===== src/rtl/pipe_hazard_ctrl.sv =====
// Pipeline hazard controller: load-use stall, branch flush and memory-wait freeze.
// Controls are combinational (same cycle). Stall/flush counters are registered and saturate.
module pipe_hazard_ctrl #(
  parameter int LU_CYCLES = 1,
  parameter int CNT_W     = 16
) (
  input  logic             clk_i,
  input  logic             rst_i,
  input  logic             idex_memread_i,
  input  logic [4:0]       idex_rt_i,
  input  logic [4:0]       ifid_rs_i,
  input  logic [4:0]       ifid_rt_i,
  input  logic             branch_taken_i,
  input  logic             imem_stall_i,
  input  logic             dmem_stall_i,
  output logic             pc_write_o,
  output logic             redirect_o,
  output logic             ifid_hold_o,
  output logic             ifid_flush_o,
  output logic             idex_bubble_o,
  output logic             pipe_freeze_o,
  output logic [1:0]       state_o,
  output logic [CNT_W-1:0] stall_cnt_o,
  output logic [CNT_W-1:0] flush_cnt_o
);

  typedef enum logic [1:0] {
    RUN      = 2'd0,
    LU_STALL = 2'd1,
    MEM_WAIT = 2'd2,
    ILLEGAL  = 2'd3
  } state_t;

  localparam logic [3:0] LU_LAST = 4'(LU_CYCLES - 1);

  state_t           r_state;
  logic [3:0]       r_lu_cnt;
  logic             r_flush_pend;
  logic [CNT_W-1:0] r_stall_cnt;
  logic [CNT_W-1:0] r_flush_cnt;

  logic w_lu_hit;
  logic w_eff_br;

  assign w_lu_hit = idex_memread_i && (idex_rt_i != 5'd0) &&
                    ((idex_rt_i == ifid_rs_i) || (idex_rt_i == ifid_rt_i));

  // A branch that arrived while memory froze the pipe is replayed on the exit cycle.
  assign w_eff_br = branch_taken_i || ((r_state == MEM_WAIT) && r_flush_pend);

  always_comb begin
    pc_write_o    = 1'b1;
    redirect_o    = 1'b0;
    ifid_hold_o   = 1'b0;
    ifid_flush_o  = 1'b0;
    idex_bubble_o = 1'b0;
    pipe_freeze_o = 1'b0;
    if (rst_i) begin
      pc_write_o    = 1'b0;
      ifid_flush_o  = 1'b1;
      idex_bubble_o = 1'b1;
    end else begin
      case (r_state)
        RUN, MEM_WAIT: begin
          if (dmem_stall_i) begin
            pipe_freeze_o = 1'b1;
            ifid_hold_o   = 1'b1;
            pc_write_o    = 1'b0;
          end else if (w_eff_br) begin
            redirect_o    = 1'b1;
            ifid_flush_o  = 1'b1;
          end else if (w_lu_hit) begin
            pc_write_o    = 1'b0;
            ifid_hold_o   = 1'b1;
            idex_bubble_o = 1'b1;
          end else if (imem_stall_i) begin
            pc_write_o    = 1'b0;
            ifid_flush_o  = 1'b1;
          end
        end
        LU_STALL: begin
          if (dmem_stall_i) begin
            pipe_freeze_o = 1'b1;
            ifid_hold_o   = 1'b1;
            pc_write_o    = 1'b0;
          end else begin
            pc_write_o    = 1'b0;
            ifid_hold_o   = 1'b1;
            idex_bubble_o = 1'b1;
          end
        end
        default: begin
          pc_write_o = 1'b1;
        end
      endcase
    end
  end

  always_ff @(posedge clk_i) begin
    if (rst_i) begin
      r_state      <= RUN;
      r_lu_cnt     <= 4'd0;
      r_flush_pend <= 1'b0;
      r_stall_cnt  <= '0;
      r_flush_cnt  <= '0;
    end else begin
      if (!pc_write_o && (r_stall_cnt != '1))
        r_stall_cnt <= r_stall_cnt + 1'b1;
      if (redirect_o && (r_flush_cnt != '1))
        r_flush_cnt <= r_flush_cnt + 1'b1;

      case (r_state)
        RUN, MEM_WAIT: begin
          if (dmem_stall_i) begin
            r_state <= MEM_WAIT;
            if (r_state == RUN)
              r_flush_pend <= branch_taken_i;
          end else begin
            r_flush_pend <= 1'b0;
            if (w_eff_br) begin
              r_state <= RUN;
            end else if (w_lu_hit) begin
              r_lu_cnt <= 4'd1;
              r_state  <= (LU_CYCLES > 1) ? LU_STALL : RUN;
            end else begin
              r_state <= RUN;
            end
          end
        end
        LU_STALL: begin
          if (dmem_stall_i) begin
            r_state      <= MEM_WAIT;
            r_flush_pend <= branch_taken_i;
          end else begin
            r_lu_cnt <= r_lu_cnt + 4'd1;
            if (r_lu_cnt == LU_LAST)
              r_state <= RUN;
          end
        end
        default: begin
          r_state <= RUN;
        end
      endcase
    end
  end

  assign state_o     = r_state;
  assign stall_cnt_o = r_stall_cnt;
  assign flush_cnt_o = r_flush_cnt;

endmodule


===== config.mk =====
export PLATFORM = sky130hd
export DESIGN_NAME = pipe_hazard_ctrl
export DESIGN_NICKNAME = d
export VERILOG_FILES = /design/src/rtl/pipe_hazard_ctrl.sv
export SDC_FILE = /design/constraint.sdc
export NUM_CORES = 1
export LEC_CHECK = 0
export ABC_AREA = 1
export BUFFER_PORTS_ARGS = -buffer_cell sky130_fd_sc_hd__clkbuf_2
export CAP_MARGIN = 20
export CORE_ASPECT_RATIO = 1.2
export CORE_MARGIN = 2
export CORE_UTILIZATION = 47
export DETAILED_ROUTE_END_ITERATION = 8
export GPL_ROUTABILITY_DRIVEN = 1
export PLACE_DENSITY = 0.76
export SETUP_SLACK_MARGIN = 0.5
export SYNTH_ARGS = -nofsm -noshare
export SYNTH_HDL_FRONTEND = slang
export SYNTH_SLANG_ARGS = --single-unit

===== constraint.sdc =====
create_clock -name clk_i -period 1.65 [get_ports clk_i]
set_clock_uncertainty 0.1 [all_clocks]
set_input_delay 0.4125 -clock clk_i [delete_from_list [all_inputs] [get_ports clk_i]]
set_output_delay 0.4125 -clock clk_i [all_outputs]
set_load 0.005 [all_outputs]

# ---- After elaboration in Yosys (flattened, before gate mapping)
# Cells that the tools add are included.
dict set report classes {
  n_addsub 3
  n_reduce_logical 16
  n_eq_ne 13
  n_mux 41
}
# cell count
set ops {}
lappend ops {{adder 16 x 1 -> 16 bit, second input constant} 2}
lappend ops {{inequality test 16 bit, second input constant} 2}
lappend ops {{two-way mux 1 bit} 28}
lappend ops {{two-way mux 4 bit} 4}
lappend ops {{equality test 5 bit} 2}
lappend ops {{inequality test 2 bit, second input constant} 5}
lappend ops {{case mux 1 bit (2 select lines)} 4}
lappend ops {{case mux 4 bit (2 select lines)} 1}
lappend ops {{two-way mux 2 bit} 3}
lappend ops {{inequality test 3 bit, second input constant} 2}
lappend ops {{logical AND 1 bit} 5}
lappend ops {{AND reduction 5 bit} 1}
lappend ops {{nonzero test 5 bit} 1}
lappend ops {{adder 4 x 1 -> 4 bit, second input constant} 1}
lappend ops {{zero test 4 bit} 1}
lappend ops {{case mux 2 bit (2 select lines)} 1}
lappend ops {{AND reduction 3 bit} 1}
lappend ops {{OR reduction 3 bit} 1}
lappend ops {{equality test 2 x 1 -> 1 bit, second input constant} 1}
lappend ops {{equality test 2 bit, second input constant} 1}
lappend ops {{zero test 2 bit} 1}
lappend ops {{logical OR 1 bit} 2}
lappend ops {{nonzero test 2 bit} 1}
lappend ops {{OR reduction 2 bit} 1}
lappend ops {{zero test 1 bit} 1}
dict set report totals {
  ff_bits 39
  wordCells 78
  output_inout_bits 40
  input_bits 21
}

# ---- Longest topological paths before layout
dict set report depth {
  ltp_word 10
  ltp_mapped 13
  mapped_depth_nobuf 12
}

# ---- Worst setup path before layout
# No wires, ideal clock.
dict set report synth_timing {
  path_kind {input -> output}
  start {input branch_taken_i}
  end {output pc_write_o}
  t_required_ns 1.137
  stages 7
  path_slack_ns -0.101
  n_path_buf 1
  arrival_ns 1.238
  cell_sequence {a21oi_1 > nand2_1 > a31oi_1 > nand2_1 > nand2_2 > buf_2 > inv_1}
}
dict set report synth_between {
  elab_chain_len 5
}
# element line
set synth_rtl {}
lappend synth_rtl {{from (decl)} 13} ;# input logic branch_taken_i,
lappend synth_rtl {{logical OR 1 bit} 49} ;# assign w_eff_br = branch_taken_i || ((r_state == MEM_WAIT) && r_flush_pend);
lappend synth_rtl {{two-way mux 1 bit} 69} ;# end else if (w_eff_br) begin
lappend synth_rtl {{two-way mux 1 bit} 65} ;# if (dmem_stall_i) begin
lappend synth_rtl {{case mux 1 bit (2 select lines)} 63} ;# case (r_state)
lappend synth_rtl {{two-way mux 1 bit} 58} ;# if (rst_i) begin
lappend synth_rtl {{to (decl)} 16} ;# output logic pc_write_o,
# No other way between the ends.

# ---- Worst setup path after layout
dict set report layout_timing {
  start {input idex_rt_i[2]}
  end {output ifid_flush_o}
}
dict set report layout_between {
  elab_chain_len 8
  elab_cells_between_ends 11
  cone_classes {2 x eq/ne; 5 x mux; 4 x reduce/logical}
}
# element line
set layout_rtl {}
lappend layout_rtl {{from (decl)} 10} ;# input logic [4:0] idex_rt_i,
lappend layout_rtl {{equality test 5 bit or nonzero test 5 bit (tied branches)} {46, 45}}
lappend layout_rtl {{logical OR 1 bit or logical AND 1 bit (tied branches)} {46, 45}}
lappend layout_rtl {{logical AND 1 bit *} 45} ;# assign w_lu_hit = idex_memread_i && (idex_rt_i != 5'd0) &&
lappend layout_rtl {{two-way mux 1 bit *} 72} ;# end else if (w_lu_hit) begin
lappend layout_rtl {{two-way mux 1 bit *} 69}
lappend layout_rtl {{two-way mux 1 bit *} 65}
lappend layout_rtl {{two-way mux 1 bit *} 63}
lappend layout_rtl {{two-way mux 1 bit *} 58}
lappend layout_rtl {{to (decl)} 19} ;# output logic ifid_flush_o,
# Mark *: on every way between the ends. The rest lies on a longest branch, timed or not.

==> results.ini <==
[outcome]
status = finished, violations left
failed_checks = negative setup slack

[power]
clkPwrFrac_pct = 34.4
seq_power_share_pct = 44.2
peakVddDrop_uv = 540.1
p_leak_nw = 1.857
internal_power_mw = 1.306
comb_power_share_pct = 21.4
power.switching_uw = 574.3
p_total_mw = 1.880
p_per_area_mw_per_mm2 = 462.6
netSwitchingFraction_pct = 30.54

[global_routing]
groute.usage.overall_pct = 29.60
grt_overflow = 0
grt_pass1_wl_mm = 11.92
grt_pass1_vias = 2677
antenna_found_initial = 0
grt_max_degree = 23

[drt]
vias = 3214
drc = 0
drt-initial-drc-count = 291
ant_nets = 0
viasPerCell = 5.952
wl_mm = 11.30
dr.pass1.iters = 5
wire_per_inst_um = 20.93

[cts]
htreeDepth = 2
clkSinkCount = 34
hold_buffers = 0
tritoncts = done
numCtsBuffers = 5
clk-insertion-delay-late_ps = 310
clkTransAtPathRegs_ps = 70
root_buffer = clkbuf_8
cts_buffer_depth = 2

[critical_path]
worstSetupEndpointType = output port
path_class = primary input to output port
worstPathMaxFanout = 4
start_kind = primary input
rr_worst_depth = 12
arrival_ps = 1650
cp.required_ps = 1140

[timing]
fin_tns_setup_ps = -6297
rsz0062_at_grt = true
final-setup-viol-count = 30
clock.fmax_ghz = 0.4617
fin_crit_ps = 2166
hold_ws_ps = 393.4
post-route-period-util_pct = 131.3
final-hold-violation-count = 0
timing.final.max_slew_violations = 0
setup_slack_ps = -515.9

[final_layout]
layout-drive-gt1-share_pct = 60.79
post-route-util_pct = 89.80
mostFrequentLayoutCell = nand2_1
antenna_cells = 0
syn_to_final_growth_pct = 85.87
final_cell_mix = 74 x nand2_1, 55 x buf_6, 52 x buf_4
final_nets = 504
n_fill_cell = 182

[floorplanning]
core_mm2 = 0.004527
die_w_um = 66.27
start_util_pct = 48.31
die_area_mm2 = 0.005217
die_height_um = 78.73
rows = 27
ios = 61

[synthesis]
synth-edff-count = 0
postSynthCellCount = 340
synth_ff_type = dfxtp_1
synthArstFlopShare_pct = 0
syn_area_per_cell_um2 = 6.433
synth_seq_cells = 34
synth.distinct_cells = 31
ys_seq_area_share_pct = 31.12
syn-cell-area_mm2 = 0.002187
syn_nets = 363
yosys_warnings = 0

[run]
cap_violations = 0

[place]
io_buffers = 59
dp_hpwl_mm = 4.455
dp_slack_ps = -234.5
place.gp.congestion = 0.8771

[hold_path]
hp-class = register to register
min_delay_path_depth = 2

## sequential cells by signal, summed over array words and instances, names as in the netlist
register	count
stall_cnt_o	16
state_o	1
r_flush_pend	1
flush_cnt_o	16
## power by group through the flow
stage	combinational (mW)	clock [mW]	sequential (mW)
2_1_floorplan	0.127	0	0.869
3_3_place_gp	0.217	0	0.865
3_5_place_dp	0.223	0	0.865
4_1_cts	0.286	0.627	0.837
5_1_grt	0.418	0.679	0.832
6_report	0.402	0.647	0.832
## layer usage
layer	vias up	routed length, um	track usage (%)
met2	249	5453	54.80
met4	0	1147	15.31
met3	116	1011	6.516
li1	1351	-	-
met5	-	0	0
met1	1498	3692	30.22
## what timing repair did
action	4_1_cts	5_1_grt
setup endpoints to repair	71	72
gates resized for setup	97	102
buffers inserted	26	22
pin swaps	21	27
gates cloned	1	0
## worst paths after layout
| kind | start | endpoint | slack, ps |
|---|---|---|---|
| setup reg to reg | r_flush_pend | stall_cnt_o[10] | -210 |
| setup / recovery | idex_rt_i[2] | ifid_flush_o | -520 |
| hold reg to reg | stall_cnt_o[15] | stall_cnt_o[15] | 390 |
| hold / removal | stall_cnt_o[15] | stall_cnt_o[15] | 390 |
## critical path, stage by stage
cell	delay, ps
clkbuf_2	150
inv_2	60
nand2_1	100
nand2_1	80
nor2_1	160
nand3_1	140
nand2_1	110
nand2_2	90
a21oi_2	170
nor2_1	70
clkbuf_2	120
## through the flow
step | cells | instance area [um^2]
finish | 540 | 4065
CTS | 518 | 3482
global placement | 483 | 2917
detailed placement | 483 | 2917
floorplan | 340 | 2344
global route | 540 | 4065
## cell usage after synthesis (3+ instances only)
cell | count | area share [%]
a21oi_1 | 16 | 3.7
a21oi_2 | 10 | 4.0
nand2_2 | 3 | 0.86
xor2_1 | 11 | 4.4
dfxtp_1 | 34 | 31
nand2_1 | 95 | 16
o21ai_0 | 7 | 1.6
nor2_2 | 3 | 0.86
nor3_1 | 11 | 2.5
buf_2 | 3 | 0.69
inv_2 | 6 | 1.0
clkbuf_1 | 3 | 0.51
inv_1 | 38 | 6.5
nor2_1 | 41 | 7.0
nand3_1 | 29 | 6.6
xnor2_1 | 8 | 3.2
## cell families after synthesis
logic type | Yosys count | share of synthesized area (%)
AO/OA/AOI/OAI | 38 | 10.70
XOR/XNOR | 19 | 7.609
adder cells (fa/ha/maj) | 2 | 1.144
buffers and inverters | 55 | 11.04
flip-flops | 34 | 31.12
other | 1 | 0.1715
AND/OR/NAND/NOR | 191 | 38.22
## final cells by class
class	instances	area, um^2	area share (%)
clock buffer	8	80.08	1.970
inverter	44	185.2	4.555
multi-input combinational	251	1684	41.43
sequential	34	760.7	18.71
tap	58	72.57	1.785
timing repair buffer	145	1282	31.55
(Power assumes the default switching activity.)
